`config.mk`:
```
export PLATFORM = sky130hd
export DESIGN_NAME = pwr_en_sequencer_flat
export DESIGN_NICKNAME = d
export VERILOG_FILES = /design/src/rtl/pwr_en_sequencer_if.sv /design/src/rtl/pwr_en_sequencer.sv /design/src/flat_wrapper.sv
export SDC_FILE = /design/constraint.sdc
export NUM_CORES = 1
export LEC_CHECK = 0
export ABC_CLOCK_PERIOD_IN_PS = 2600
export CAP_MARGIN = 20
export CORE_MARGIN = 2
export CORE_UTILIZATION = 46
export CTS_CLUSTER_SIZE = 30
export DETAILED_ROUTE_END_ITERATION = 10
export PLACE_DENSITY = 0.71
export REMOVE_ABC_BUFFERS = 1
export SYNTH_ARGS = -nofsm -noshare
export SYNTH_HDL_FRONTEND = slang
export SYNTH_SLANG_ARGS = --single-unit
```
`constraint.sdc`:
```
create_clock -name clk100m -period 2.6 [get_ports clk100m]
set_input_delay 0.52 -clock clk100m [delete_from_list [all_inputs] [get_ports clk100m]]
set_output_delay 0.52 -clock clk100m [all_outputs]
set_load 0.05 [all_outputs]
```
`src/rtl/pwr_en_sequencer_if.sv`:
```
// Control/status bundle between a power-step controller and pwr_en_sequencer.
// The master drives start/abort/config and the slave returns the enable bus and status.
interface pwr_en_sequencer_if #(
    parameter int NUM_MODULES = 32,
    parameter int DWELL_W     = 32,
    parameter int LVL_W       = 6
);
    logic                   start;
    logic                   abort;
    logic [DWELL_W-1:0]     dwell_cycles;
    logic [LVL_W-1:0]       max_level;
    logic [NUM_MODULES-1:0] pwr_en_out;
    logic [LVL_W-1:0]       level;
    logic                   step_strobe;
    logic                   busy;
    logic                   done;

    modport master (
        output start, abort, dwell_cycles, max_level,
        input  pwr_en_out, level, step_strobe, busy, done
    );

    modport slave (
        input  start, abort, dwell_cycles, max_level,
        output pwr_en_out, level, step_strobe, busy, done
    );
endinterface

```
`src/rtl/pwr_en_sequencer.sv`:
```
// Thermometer-code power-enable ramp 0..M..0 with a programmable per-level dwell.
// Optional macro PWR_SEQ_LOOP_EN: repeat the ramp continuously until abort or reset.
module pwr_en_sequencer #(
    parameter int NUM_MODULES = 32,
    parameter int DWELL_W     = 32,
    parameter int LVL_W       = 6
) (
    input  logic              clk100m,
    input  logic              rstn,
    pwr_en_sequencer_if.slave sif
);
    // state  | meaning
    // S_IDLE | waiting for start; all outputs low
    // S_UP   | ramping level upward 0..M, each level held D cycles
    // S_DOWN | ramping level downward M-1..0
    // S_DONE | single cycle with done high, then back to idle
    typedef enum logic [1:0] {
        S_IDLE = 2'd0,
        S_UP   = 2'd1,
        S_DOWN = 2'd2,
        S_DONE = 2'd3
    } state_t;

    localparam logic [LVL_W-1:0]   MAX_LVL  = LVL_W'(NUM_MODULES);
    localparam logic [LVL_W-1:0]   LVL_ONE  = LVL_W'(1);
    localparam logic [DWELL_W-1:0] DWELL_ONE = DWELL_W'(1);

    state_t                 state_q, state_d;
    logic [DWELL_W-1:0]     d_last_q, d_last_d;
    logic [DWELL_W-1:0]     cnt_q, cnt_d;
    logic [LVL_W-1:0]       m_q, m_d;
    logic [LVL_W-1:0]       level_q, level_d;
    logic [NUM_MODULES-1:0] pwr_en_q, pwr_en_d;
    logic                   strobe_q, strobe_d;
    logic                   busy_q, busy_d;
    logic                   done_q, done_d;
    logic                   dwell_end;
    logic                   seq_end;

    // Storing D-1 keeps D = 2^DWELL_W-1 representable without a wider counter.
    assign dwell_end = (cnt_q == d_last_q);

    always_comb begin
        state_d  = state_q;
        d_last_d = d_last_q;
        m_d      = m_q;
        cnt_d    = cnt_q;
        level_d  = level_q;
        strobe_d = 1'b0;
        busy_d   = busy_q;
        done_d   = 1'b0;
        seq_end  = 1'b0;
        pwr_en_d = '0;

        if (sif.abort) begin
            state_d = S_IDLE;
            cnt_d   = '0;
            level_d = '0;
            busy_d  = 1'b0;
        end else begin
            unique case (state_q)
                S_IDLE: begin
                    busy_d  = 1'b0;
                    level_d = '0;
                    cnt_d   = '0;
                    if (sif.start) begin
                        state_d  = S_UP;
                        d_last_d = (sif.dwell_cycles == '0) ? '0
                                                            : sif.dwell_cycles - DWELL_ONE;
                        m_d      = (sif.max_level > MAX_LVL) ? MAX_LVL : sif.max_level;
                        strobe_d = 1'b1;
                        busy_d   = 1'b1;
                    end
                end
                S_UP: begin
                    if (dwell_end) begin
                        cnt_d = '0;
                        if (level_q < m_q) begin
                            level_d  = level_q + LVL_ONE;
                            strobe_d = 1'b1;
                        end else if (m_q != '0) begin
                            state_d  = S_DOWN;
                            level_d  = m_q - LVL_ONE;
                            strobe_d = 1'b1;
                        end else begin
                            seq_end = 1'b1;
                        end
                    end else begin
                        cnt_d = cnt_q + DWELL_ONE;
                    end
                end
                S_DOWN: begin
                    if (dwell_end) begin
                        cnt_d = '0;
                        if (level_q != '0) begin
                            level_d  = level_q - LVL_ONE;
                            strobe_d = 1'b1;
                        end else begin
                            seq_end = 1'b1;
                        end
                    end else begin
                        cnt_d = cnt_q + DWELL_ONE;
                    end
                end
                S_DONE: begin
                    state_d = S_IDLE;
                    busy_d  = 1'b0;
                    level_d = '0;
                end
            endcase

            if (seq_end) begin
`ifdef PWR_SEQ_LOOP_EN
                // Re-enter UP directly so the final and first level-0 dwells abut.
                state_d  = S_UP;
                level_d  = '0;
                strobe_d = 1'b1;
                busy_d   = 1'b1;
                done_d   = 1'b1;
`else
                state_d  = S_DONE;
                level_d  = '0;
                busy_d   = 1'b0;
                done_d   = 1'b1;
`endif
            end
        end

        for (int k = 0; k < NUM_MODULES; k++) begin
            pwr_en_d[k] = (LVL_W'(k) < level_d);
        end
    end

    always_ff @(posedge clk100m) begin
        if (!rstn) begin
            state_q  <= S_IDLE;
            d_last_q <= '0;
            cnt_q    <= '0;
            m_q      <= '0;
            level_q  <= '0;
            pwr_en_q <= '0;
            strobe_q <= 1'b0;
            busy_q   <= 1'b0;
            done_q   <= 1'b0;
        end else begin
            state_q  <= state_d;
            d_last_q <= d_last_d;
            cnt_q    <= cnt_d;
            m_q      <= m_d;
            level_q  <= level_d;
            pwr_en_q <= pwr_en_d;
            strobe_q <= strobe_d;
            busy_q   <= busy_d;
            done_q   <= done_d;
        end
    end

    assign sif.pwr_en_out  = pwr_en_q;
    assign sif.level       = level_q;
    assign sif.step_strobe = strobe_q;
    assign sif.busy        = busy_q;
    assign sif.done        = done_q;
endmodule

```
`src/flat_wrapper.sv`:
```
// flat-port wrapper written by rule: the top's interface ports become plain ports
module pwr_en_sequencer_flat 
#(
    parameter int NUM_MODULES = 32,
    parameter int DWELL_W     = 32,
    parameter int LVL_W       = 6
)
  (clk100m, rstn, sif_start, sif_abort, sif_dwell_cycles, sif_max_level, sif_pwr_en_out, sif_level, sif_step_strobe, sif_busy, sif_done);
  pwr_en_sequencer_if #(.NUM_MODULES(NUM_MODULES), .DWELL_W(DWELL_W), .LVL_W(LVL_W)) sif_i ();
  input  logic clk100m;
  input  logic rstn;
  input wire logic [$bits(sif_i.start)-1:0] sif_start;
  input wire logic [$bits(sif_i.abort)-1:0] sif_abort;
  input wire logic [$bits(sif_i.dwell_cycles)-1:0] sif_dwell_cycles;
  input wire logic [$bits(sif_i.max_level)-1:0] sif_max_level;
  output wire logic [$bits(sif_i.pwr_en_out)-1:0] sif_pwr_en_out;
  output wire logic [$bits(sif_i.level)-1:0] sif_level;
  output wire logic [$bits(sif_i.step_strobe)-1:0] sif_step_strobe;
  output wire logic [$bits(sif_i.busy)-1:0] sif_busy;
  output wire logic [$bits(sif_i.done)-1:0] sif_done;
  assign sif_i.start = sif_start;
  assign sif_i.abort = sif_abort;
  assign sif_i.dwell_cycles = sif_dwell_cycles;
  assign sif_i.max_level = sif_max_level;
  assign sif_pwr_en_out = sif_i.pwr_en_out;
  assign sif_level = sif_i.level;
  assign sif_step_strobe = sif_i.step_strobe;
  assign sif_busy = sif_i.busy;
  assign sif_done = sif_i.done;
  pwr_en_sequencer #(.NUM_MODULES(NUM_MODULES), .DWELL_W(DWELL_W), .LVL_W(LVL_W)) u_core (.clk100m(clk100m), .rstn(rstn), .sif(sif_i));
endmodule
```
# --- Yosys cells after proc, flatten, opt, wreduce, memory -nomap -nowiden ---
# Cells that the tools add are included.
op_classes:
  add_sub_neg: 5
  n_lt_le_gt_ge: 34
  n_eq_ne: 8
  n_mux: 34
  bitwise: 2
  n_reduce_logical: 13
op_table:
  columns: ["op", "n"]
  rows:
  - ["$lt A5 B6 Y1 const A", 16]
  - ["$mux W32", 2]
  - ["$pmux W32 S2", 1]
  - ["$lt A4 B6 Y1 const A", 8]
  - ["$mux W6", 8]
  - ["$add A32 B1 Y32 const B", 1]
  - ["$eq A32 B32 Y1", 1]
  - ["$logic_not A32 Y1", 1]
  - ["$sub A32 B1 Y32 const B", 1]
  - ["$lt A3 B6 Y1 const A", 4]
  - ["$pmux W6 S3", 1]
  - ["$mux W1", 13]
  - ["$lt A1 B6 Y1 const A", 2]
  - ["$lt A2 B6 Y1 const A", 2]
  - ["$reduce_bool A6 Y1", 2]
  - ["$sub A6 B1 Y6 const B", 2]
  - ["$mux W2", 5]
  - ["$add A6 B1 Y6 const B", 1]
  - ["$gt A6 B6 Y1 const B", 1]
  - ["$lt A6 B6 Y1", 1]
  - ["$ne A3 B1 Y1 const B", 2]
  - ["$pmux W2 S3", 1]
  - ["$reduce_or A2 Y1", 3]
  - ["$reduce_and A5 Y1", 1]
  - ["other kinds (12)", 16]
word_totals:
  register_bits: 113
  word_cells: 105

# --- Depth between registers and ports, before layout ---
# Gate-level depths: netlist of the first run.
depth:
  word_depth: 9
  depth_mapped: 13
  mapped_depth_nobuf: 12

# --- Least setup slack after synthesis of the first run ---
# No wires, ideal clock.
synth_timing:
  path_type: "register to register"
  startpoint: "register, netlist name u_core.sif.pwr_en_out[31]"
  endpoint: "register u_core.pwr_en_q[0], in the netlist u_core.sif.pwr_en_out[0]"
  arrival_ps: 2866
  setup_slack_ps: -394
  stages_incl_launch_ff: 11
  n_path_buf: 0
  period_less_slack_ps: 2994
  path_cell_list: "dfxtp_1 > ha_1 > a21oi_1 > o21ai_0 > a21oi_4 > mux2_2 > o211ai_1 > a311oi_4 > a21o_1 > a21oi_4 > o21ai_1"
synth_lines:
  columns: ["element", "line_no", "source"]
  rows:
  - ["end signal: assignment", "pwr_en_sequencer.sv:151", "pwr_en_q <= pwr_en_d;"]
  - ["end: declaration", "pwr_en_sequencer.sv:33", "logic [NUM_MODULES-1:0] pwr_en_q, pwr_en_d;"]

# --- Final worst setup path of the first run ---
layout_timing:
  startpoint: "register u_core.cnt_q[22]"
  endpoint: "register u_core.pwr_en_q[2], in the netlist u_core.sif.pwr_en_out[2]"
layout_between:
  elab_chain_len: 7
  elab_cells_between_ends: 11
  classes_between: "order compare (1); eq/ne (1); mux (9)"
layout_lines:
  columns: ["element", "line_no", "source"]
  rows:
  - ["start: declaration", "pwr_en_sequencer.sv:30", "logic [DWELL_W-1:0] cnt_q, cnt_d;"]
  - ["start signal: assignment", "pwr_en_sequencer.sv:148", "cnt_q <= cnt_d;"]
  - ["$eq A32 B32 Y1 *", "pwr_en_sequencer.sv:41", "assign dwell_end = (cnt_q == d_last_q);"]
  - ["$mux W1 (on tied branches)", "pwr_en_sequencer.sv:93, pwr_en_sequencer.sv:76", null]
  - ["$pmux W1 S2", "pwr_en_sequencer.sv:61", "unique case (state_q)"]
  - ["$mux W1", "pwr_en_sequencer.sv:55", "if (sif.abort) begin"]
  - ["$mux W6 *", "pwr_en_sequencer.sv:112", "if (seq_end) begin"]
  - ["$mux W6 *", "pwr_en_sequencer.sv:55", null]
  - ["$lt A2 B6 Y1 *", "pwr_en_sequencer.sv:130", "pwr_en_d[k] = (LVL_W'(k) < level_d);"]
# Mark *: on every way between the ends. The rest lies on a longest branch, timed or not. The select of a mux whose other input is x is not followed.
# A chain may end at the register's enable or synchronous reset.

==> results of run 1 <==
## final timing paths
path | startpoint | to | slack (ps) | depth (start not counted)
worst max-delay path | u_core.cnt_q[22] | u_core.sif.pwr_en_out[2] | -240 | 12
worst min register to register | u_core.d_last_q[10] | u_core.d_last_q[10] | 490 | 2
worst max register to register | u_core.cnt_q[22] | u_core.sif.pwr_en_out[2] | -240 | 12
worst min-delay path | u_core.d_last_q[10] | u_core.d_last_q[10] | 490 | 2
## layer usage
layer  global-route usage, %  up-vias
met5                       0        -
met4                    13.4        0
met3                    4.18       62
met2                    47.4      283
met1                    30.9     3189
li1                        -     3258
## cell families after synthesis
group | after synthesis | synth area share [%]
and+or+nand+nor | 307 | 25.5
AOI/OAI and AO/OA | 192 | 20.5
DFF | 112 | 35.3
buffers and inverters | 71 | 5.13
xor gates and xnor gates | 64 | 8.83
adders and majority gates | 17 | 3.35
muxes | 8 | 1.32
## metrics by stage
| step | hold slack (ps) | setup TNS (ps) | util [%] | total power [W] |
|---|---|---|---|---|
| after CTS | 493 | -2230 | 70.1 | 0.00416 |
| after global routing | 520 | -10580 | 73.3 | 0.00438 |
| after global placement | 460 | -20880 | 64.0 | 0.00255 |
| after detailed placement | 483 | -23690 | 64.0 | 0.00257 |
| final | 494 | -5970 | 73.3 | 0.00421 |
| after floorplan | 443 | -46630 | - | 0.00216 |
## critical path, cell delays in order, from the launching register on
cell and delay [ps]:
dfxtp_2 360, xor2_1 200, nor4_1 400, nand4_2 220, buf_4 230, nor2_4 180
buf_4 140, o21ai_2 50, a32o_2 320, o21ai_4 200, inv_4 70, a21oi_4 240
nand2_1 110
## layout make-up
cell class	count	share of cell area, %
inverters	29	1.14
well taps	176	2.25
repair buffers	290	25.8
clock inverters	7	1.07
multi-input cells	590	44.3
flip-flops and latches	112	23.2
clock buffers	9	2.30
## synth_stat cells (4+ instances only)
cell / n / area (µm²)
xor2_1: 51 / 447
o21ai_2: 5 / 43.8
nor2_1: 105 / 394
dfxtp_1: 112 / 2240
buf_6: 5 / 56.3
clkbuf_1: 22 / 82.6
nand2b_1: 4 / 25.0
and3_1: 9 / 56.3
mux2i_1: 5 / 50.1
xnor2_1: 13 / 114
or4_1: 4 / 30.0
a22oi_1: 32 / 240
a311oi_1: 8 / 70.1
buf_2: 14 / 70.1
nor2b_1: 5 / 31.3
a21oi_1: 56 / 280
nor4_1: 12 / 75.1
nor4_2: 5 / 62.6
nand2_1: 55 / 206
nand3b_1: 9 / 67.6
and2_1: 5 / 31.3
a211oi_1: 6 / 45.0
nand4_1: 8 / 50.1
ha_1: 17 / 213
nor3_1: 26 / 130
nor3b_1: 6 / 45.0
o21ai_0: 31 / 155
a21o_1: 8 / 60.1
or3_1: 6 / 37.5
a31oi_1: 13 / 81.3
nand3_1: 22 / 110
inv_1: 27 / 101
## cells in the final DEF (no fill, tap or decap), types with 14 or more instances in the layout
master / n
buf_4: 190
nor2_1: 99
dfxtp_1: 98
clkdlybuf4s50_1: 73
nand2_1: 50
a21oi_1: 48
xor2_1: 42
a22oi_1: 30
inv_1: 26
o21ai_0: 23
nand3_1: 19
nor3_1: 18
ha_1: 14
## flip-flops by register name, indices dropped and copies added (netlist names)
| signal | count |
|---|---|
| u_core.cnt_q | 32 |
| u_core.d_last_q | 32 |
| u_core.m_q | 6 |
| u_core.sif.busy | 1 |
| u_core.sif.done | 1 |
| u_core.sif.level | 5 |
| u_core.sif.pwr_en_out | 32 |
| u_core.sif.step_strobe | 1 |
| u_core.state_q | 2 |
## power breakdown
group	switching (W)	leakage (nW)	internal, W
sequential	0.0000258	0.914	0.00175
clock	0.000729	0.162	0.000794
combinational	0.000453	3.11	0.000461
## timing repair
item	CTS	global route
setup buffers	18	8
pin swaps	32	34
setup endpoints to repair	84	83
cloned	2	4
hold buffers	0	0
resized for setup	73	69
==> summary.md, run 1 <==
| Metric | Value |
|---|---|
| Status | `finished with violations` |
| Failing checks | `negative setup slack` |
| Unrepaired setup endpoints after global routing | `yes` |
| Pin count of the biggest net entering global routing | `39` |
| Power Dens Cells | `431 nW/µm²` |
| CTS Buf Count | `9` |
| H-Tree Depth | `3` |
| Max VDD drop | `0.000346 V` |
| I/O Buffers | `82` |
| Fin. max-slew vios | `0` |
| Multi-input logic area | `4330 µm²` |
| Crit path DAT | `3080 ps` |
| CTS Buffer Depth | `2` |
| Root buffer cell | `clkbuf_16` |
| Final worst slack | `-240 ps` |
| Met1 WL | `8080 µm` |
| Number of vias per cell | `5.60` |
| NumNets Final | `1,091` |
| Maximum clock rate | `352 MHz` |
| Remaining DRCs | `0` |
| Gr usage total | `26.6%` |
| Required @ worst endpoint | `2830 ps` |
| Worst rel slew slack | `64.8%` |
| Vias in the first global route | `6,584` |
| Max_cap viols | `0` |
| Met2 wire length | `10,600 µm` |
| Grt ovf | `0` |
| Hpwl dp | `14,000 µm` |
| Setup Skew | `12.3 ps` |
| CP Class | `flip-flop to flip-flop` |
| GPL Wtd Cong | `1.00` |
| FF+latch count, synth | `112` |
| Initial cell density of the core | `47.5%` |
| Final hold vios | `0` |
| Worst hold-check path type | `flip-flop to flip-flop` |
| Period minus WS final | `2840 ps` |
| Final Cell Area | `9780 µm²` |
| Initial antenna violation count | `0` |
| Area Growth Syn to Fin | `54.1%` |
| Pre-antenna DRT Iters | `6` |
| Setup violators final | `37` |
| Post-DP Area | `8540 µm²` |
| FFs w/ async S/R, synth | `0%` |
| Syn Area/Cell | `8.23 µm²` |
| I/O pins | `83` |
| Post-synthesis sequential area ratio | `35.3%` |
| Met3 WL | `1140 µm` |
| Lkg Pwr | `4.18 nW` |
| Gate count after technology mapping | `771` |
| Ys flop type | `dfxtp_1` |
| CP endpoint kind | `flip-flop` |
| Number of synthesized flops with an enable pin | `0` |
| Routed wire length | `20,500 µm` |
| Chip width | `121 µm` |
| Crit-path max FO | `7` |
| Worst slew pin tran | `524 ps` |
| Startpoint Class | `flip-flop` |
| Die Y | `121 µm` |
| Yosys warns | `0` |
| Synth Cell Area | `6350 µm²` |
| Fill count | `962` |
| Clock Latency Late Sink | `360 ps` |
| Final Non-Filler Cells | `1,213` |
| Per-cell routed wire length | `16.9 µm` |
| Synth unique cells | `75` |
| Pre-CTS WS | `-468 ps` |
| CTS tree | `yes` |
| Clock transition at path regs | `80 ps` |
| Antenna Cells | `0` |
| Die Footprint | `14,800 µm²` |
| Register area | `2260 µm²` |
| Top Metal Used | `met4` |
| Period utilisation layout | `109%` |
| DRT iter0 DRCs | `706` |
| Placed cell count | `1,166` |
| Clock Sinks | `112` |
| DR vias | `6,792` |
| Core area | `13,300 µm²` |
| First-pass GRT wire length | `31,200 µm` |
| Routed Antenna Nets | `0` |
| Ratio of cells with drive above 1 in the final layout | `34.2%` |
| Core Rows | `42` |
Power figures use the tool's default switching activity.
==> run 2, diff against run 1 <==
--- a/config.mk
+++ b/config.mk
@@ -13,6 +13,7 @@
 export DETAILED_ROUTE_END_ITERATION = 10
 export PLACE_DENSITY = 0.71
 export REMOVE_ABC_BUFFERS = 1
+export SETUP_SLACK_MARGIN = 0.5
 export SYNTH_ARGS = -nofsm -noshare
 export SYNTH_HDL_FRONTEND = slang
 export SYNTH_SLANG_ARGS = --single-unit
==> run 2 against run 1 <==
Against the previous run: the run still ends with negative setup slack left; highest routed layer unchanged; combinational power rose by 25%; clock skew shrank 1.3 ps; via count increased by 9.1%; largest cell class unchanged.
==> summary.md, run 2 (synthesis gave the netlist of run 1 again) <==
| Metric | Value |
|---|---|
| Status | `finished with violations (unchanged)` |
| Failing checks | `negative setup slack (unchanged)` |
| Number of vias per cell | `5.98 (was 5.60)` |
| Crit-path max FO | `7 (unchanged)` |
| Die Footprint | `14,800 µm² (unchanged)` |
| Lkg Pwr | `4.48 nW (was 4.18 nW)` |
| Period utilisation layout | `112% (was 109%)` |
| Pin count of the biggest net entering global routing | `39 (unchanged)` |
| Antenna Cells | `0 (unchanged)` |
| Pre-CTS WS | `-468 ps (unchanged)` |
| Clock Sinks | `112 (unchanged)` |
| CP Class | `flip-flop to flip-flop (unchanged)` |
| Hold Path End | `u_core.d_last_q[10] (unchanged)` |
| Crit-path cells | `xor2_1 > nor4_1 > buf_4 > nand4_4 > nor4_4 > buf_4 > mux2_4 > a32o_2 > o21ai_4 > inv_4 > a21oi_4 > o21ai_1 (was xor2_1 > nor4_1 > nand4_2 > buf_4 > nor2_4 > buf_4 > o21ai_2 > a32o_2 > o21ai_4 > inv_4 > a21oi_4 > nand2_1)` |
| CTS Buf Count | `9 (unchanged)` |
| Worst path max stage delay | `340 ps (was 400 ps)` |
| Routed wire length | `24,300 µm (was 20,500 µm)` |
| Commonest non-fill, non-tap cell in the layout | `buf_4 (unchanged)` |
| Per-cell routed wire length | `19.6 µm (was 16.9 µm)` |
| Routed Antenna Nets | `0 (unchanged)` |
| Period minus WS final | `2900 ps (was 2840 ps)` |
| Worst slew pin tran | `557 ps (was 524 ps)` |
| Fill count | `783 (was 962)` |
| DR vias | `7,413 (was 6,792)` |
| Final worst slack | `-299 ps (was -240 ps)` |
| Pre-antenna DRT Iters | `5 (was 6)` |
| Ratio of cells with drive above 1 in the final layout | `47.8% (was 34.2%)` |
| Slowest CP cell | `dfxtp_1 (was nor4_1)` |
| Maximum clock rate | `345 MHz (was 352 MHz)` |
| CP endpoint kind | `flip-flop (unchanged)` |
| Root buffer cell | `clkbuf_16 (unchanged)` |
| R2R cell count | `12 (unchanged)` |
| Final Cell Area | `10,800 µm² (was 9780 µm²)` |
| Hpwl dp | `14,000 µm (unchanged)` |
| Reg2Reg Setup Slack | `-300 ps (was -240 ps)` |
| Required @ worst endpoint | `2830 ps (about the same)` |
| Grt ovf | `0 (unchanged)` |
| Unrepaired setup endpoints after global routing | `yes (unchanged)` |
| I/O pins | `83 (unchanged)` |
| Setup Skew | `11.0 ps (was 12.3 ps)` |
| Gr usage total | `28.9% (was 26.6%)` |
| Clock transition at path regs | `80 ps (about the same)` |
| Min Hold Slack | `512 ps (was 494 ps)` |
| I/O Buffers | `82 (unchanged)` |
| Hold Buf Count CTS | `0 (unchanged)` |
| Hold depth | `2 (unchanged)` |
| First-pass GRT wire length | `33,700 µm (was 31,200 µm)` |
| NumNets Final | `1,117 (was 1,091)` |
| Initial cell density of the core | `47.5% (unchanged)` |
| Worst rel slew slack | `62.6% (was 64.8%)` |
| Setup TNS | `-6510 ps (was -5970 ps)` |
| Setup violators final | `38 (was 37)` |
| Vias in the first global route | `7,016 (was 6,584)` |
| Hold_sp | `u_core.d_last_q[10] (unchanged)` |
| Startpoint Class | `flip-flop (unchanged)` |
| Core Rows | `42 (unchanged)` |
| Crit path DAT | `3130 ps (was 3080 ps)` |
| Fin. max-slew vios | `0 (unchanged)` |
| Power Dens Cells | `413 nW/µm² (was 431 nW/µm²)` |
| Clock Latency Late Sink | `370 ps (was 360 ps)` |
| CTS Buffer Depth | `2 (unchanged)` |
| Die Y | `121 µm (unchanged)` |
| Max_cap viols | `0 (unchanged)` |
| DRT iter0 DRCs | `908 (was 706)` |
| Reg2reg end | `u_core.sif.pwr_en_out[0] (was u_core.sif.pwr_en_out[2])` |
| Most frequent cells in the layout | `buf_4, dfxtp_1, nor2_1, clkdlybuf4s50_1, nand2_1 (was buf_4, nor2_1, dfxtp_1, clkdlybuf4s50_1, nand2_1)` |
| Final hold vios | `0 (unchanged)` |
| Worst path most repeated cell | `buf_4 (unchanged)` |
| Initial antenna violation count | `0 (unchanged)` |
| Worst hold-check path type | `flip-flop to flip-flop (unchanged)` |
| H-Tree Depth | `3 (unchanged)` |
| CTS tree | `yes (unchanged)` |
| Core area | `13,300 µm² (unchanged)` |
| Remaining DRCs | `0 (unchanged)` |
| GPL Wtd Cong | `1.00 (unchanged)` |
| Max VDD drop | `0.000359 V (was 0.000346 V)` |
| Post-layout util | `80.9% (was 73.3%)` |
| Launching point of the worst reg2reg path | `u_core.cnt_q[10] (was u_core.cnt_q[22])` |
| Area Growth Syn to Fin | `70.2% (was 54.1%)` |
| Post-DP Area | `8540 µm² (unchanged)` |
| Chip width | `121 µm (unchanged)` |
==> run 2: cell types whose count changed in the layout (fill, tap and decap cells not counted), moves of 11 or more <==
cell             before  now
a21oi_2               8   22
o21ai_0              23    6
a21oi_1              48   32
a22oi_2               2   31
buf_6                12   38
a22oi_1              30    1
clkdlybuf4s50_1      73   59
nor2_1               99   86
dlygate4sd2_1         0   11
==> run 2: per-stage QoR <==
step / total power [W] / std cells
6_report: 0.00447 / 1239
5_1_grt: 0.00460 / 1239
4_1_cts: 0.00427 / 1214
3_5_place_dp: 0.00257 / 1166
3_3_place_gp: 0.00255 / 1166
2_1_floorplan: 0.00216 / 729
==> run 2: layout make-up <==
cell class,count,area [µm²],share of cell area (%)
timing repair buffer,316,2830,26.2
clock buffer,9,225,2.08
sequential,112,2280,21.1
clock inverter,7,105,0.973
multi-input combinational,590,5030,46.5
inverter,29,111,1.03
tap,176,220,2.04
==> run 2: per-layer routing <==
| metal | global-route usage [%] | vias up | routed length [µm] |
|---|---|---|---|
| li1 | - | 3324 | - |
| met1 | 33.1 | 3527 | 8890 |
| met2 | 51.3 | 431 | 12400 |
| met3 | 4.42 | 131 | 1460 |
| met4 | 15.9 | 0 | 1480 |
| met5 | 0 | - | 0 |
==> run 2: how the worst max path moves through the flow <==
stage	endpoint	slack [ps]	from	cells past startpoint
2_1_floorplan	u_core.sif.pwr_en_out[0]	-910	u_core.sif.pwr_en_out[31]	11
3_3_place_gp	u_core.d_last_q[30]	-400	sif_dwell_cycles[12]	9
3_5_place_dp	u_core.d_last_q[30]	-470	sif_dwell_cycles[12]	9
4_1_cts	u_core.sif.pwr_en_out[0]	-160	u_core.cnt_q[26]	11
5_1_grt	u_core.sif.pwr_en_out[0]	-430	u_core.cnt_q[2]	12
6_report	u_core.sif.pwr_en_out[0]	-300	u_core.cnt_q[10]	12
==> run 2: critical path: cells and delay by family, from the launching register on <==
family	cells	cell delay [ps]
compound gates	4	840
simple gates	3	700
buf+inv	3	410
flops	1	340
mux	1	300
xor+xnor	1	180
==> run 2: timing repair <==
item,4_1_cts,5_1_grt
pin swaps,59,55
gates cloned,6,2
setup buffers,26,23
setup endpoints to repair,113,107
resized for setup,222,154
==> run 2: power by group <==
part / leakage, nW / total (W) / switching (W) / internal, W
sequential: 0.918 / 0.00177 / 0.0000294 / 0.00174
combinational: 3.40 / 0.00114 / 0.000574 / 0.000566
clock: 0.162 / 0.00155 / 0.000757 / 0.000795
total: 4.48 / 0.00447 / 0.00136 / 0.00311
==> run 3, diff against run 2 <==
--- a/config.mk
+++ b/config.mk
@@ -9,6 +9,7 @@
 export CAP_MARGIN = 20
 export CORE_MARGIN = 2
 export CORE_UTILIZATION = 46
+export CTS_CLUSTER_DIAMETER = 40
 export CTS_CLUSTER_SIZE = 30
 export DETAILED_ROUTE_END_ITERATION = 10
 export PLACE_DENSITY = 0.71
==> results of run 3 <==
Same layout as run 2: the final DEF is identical, and so are final timing and power.
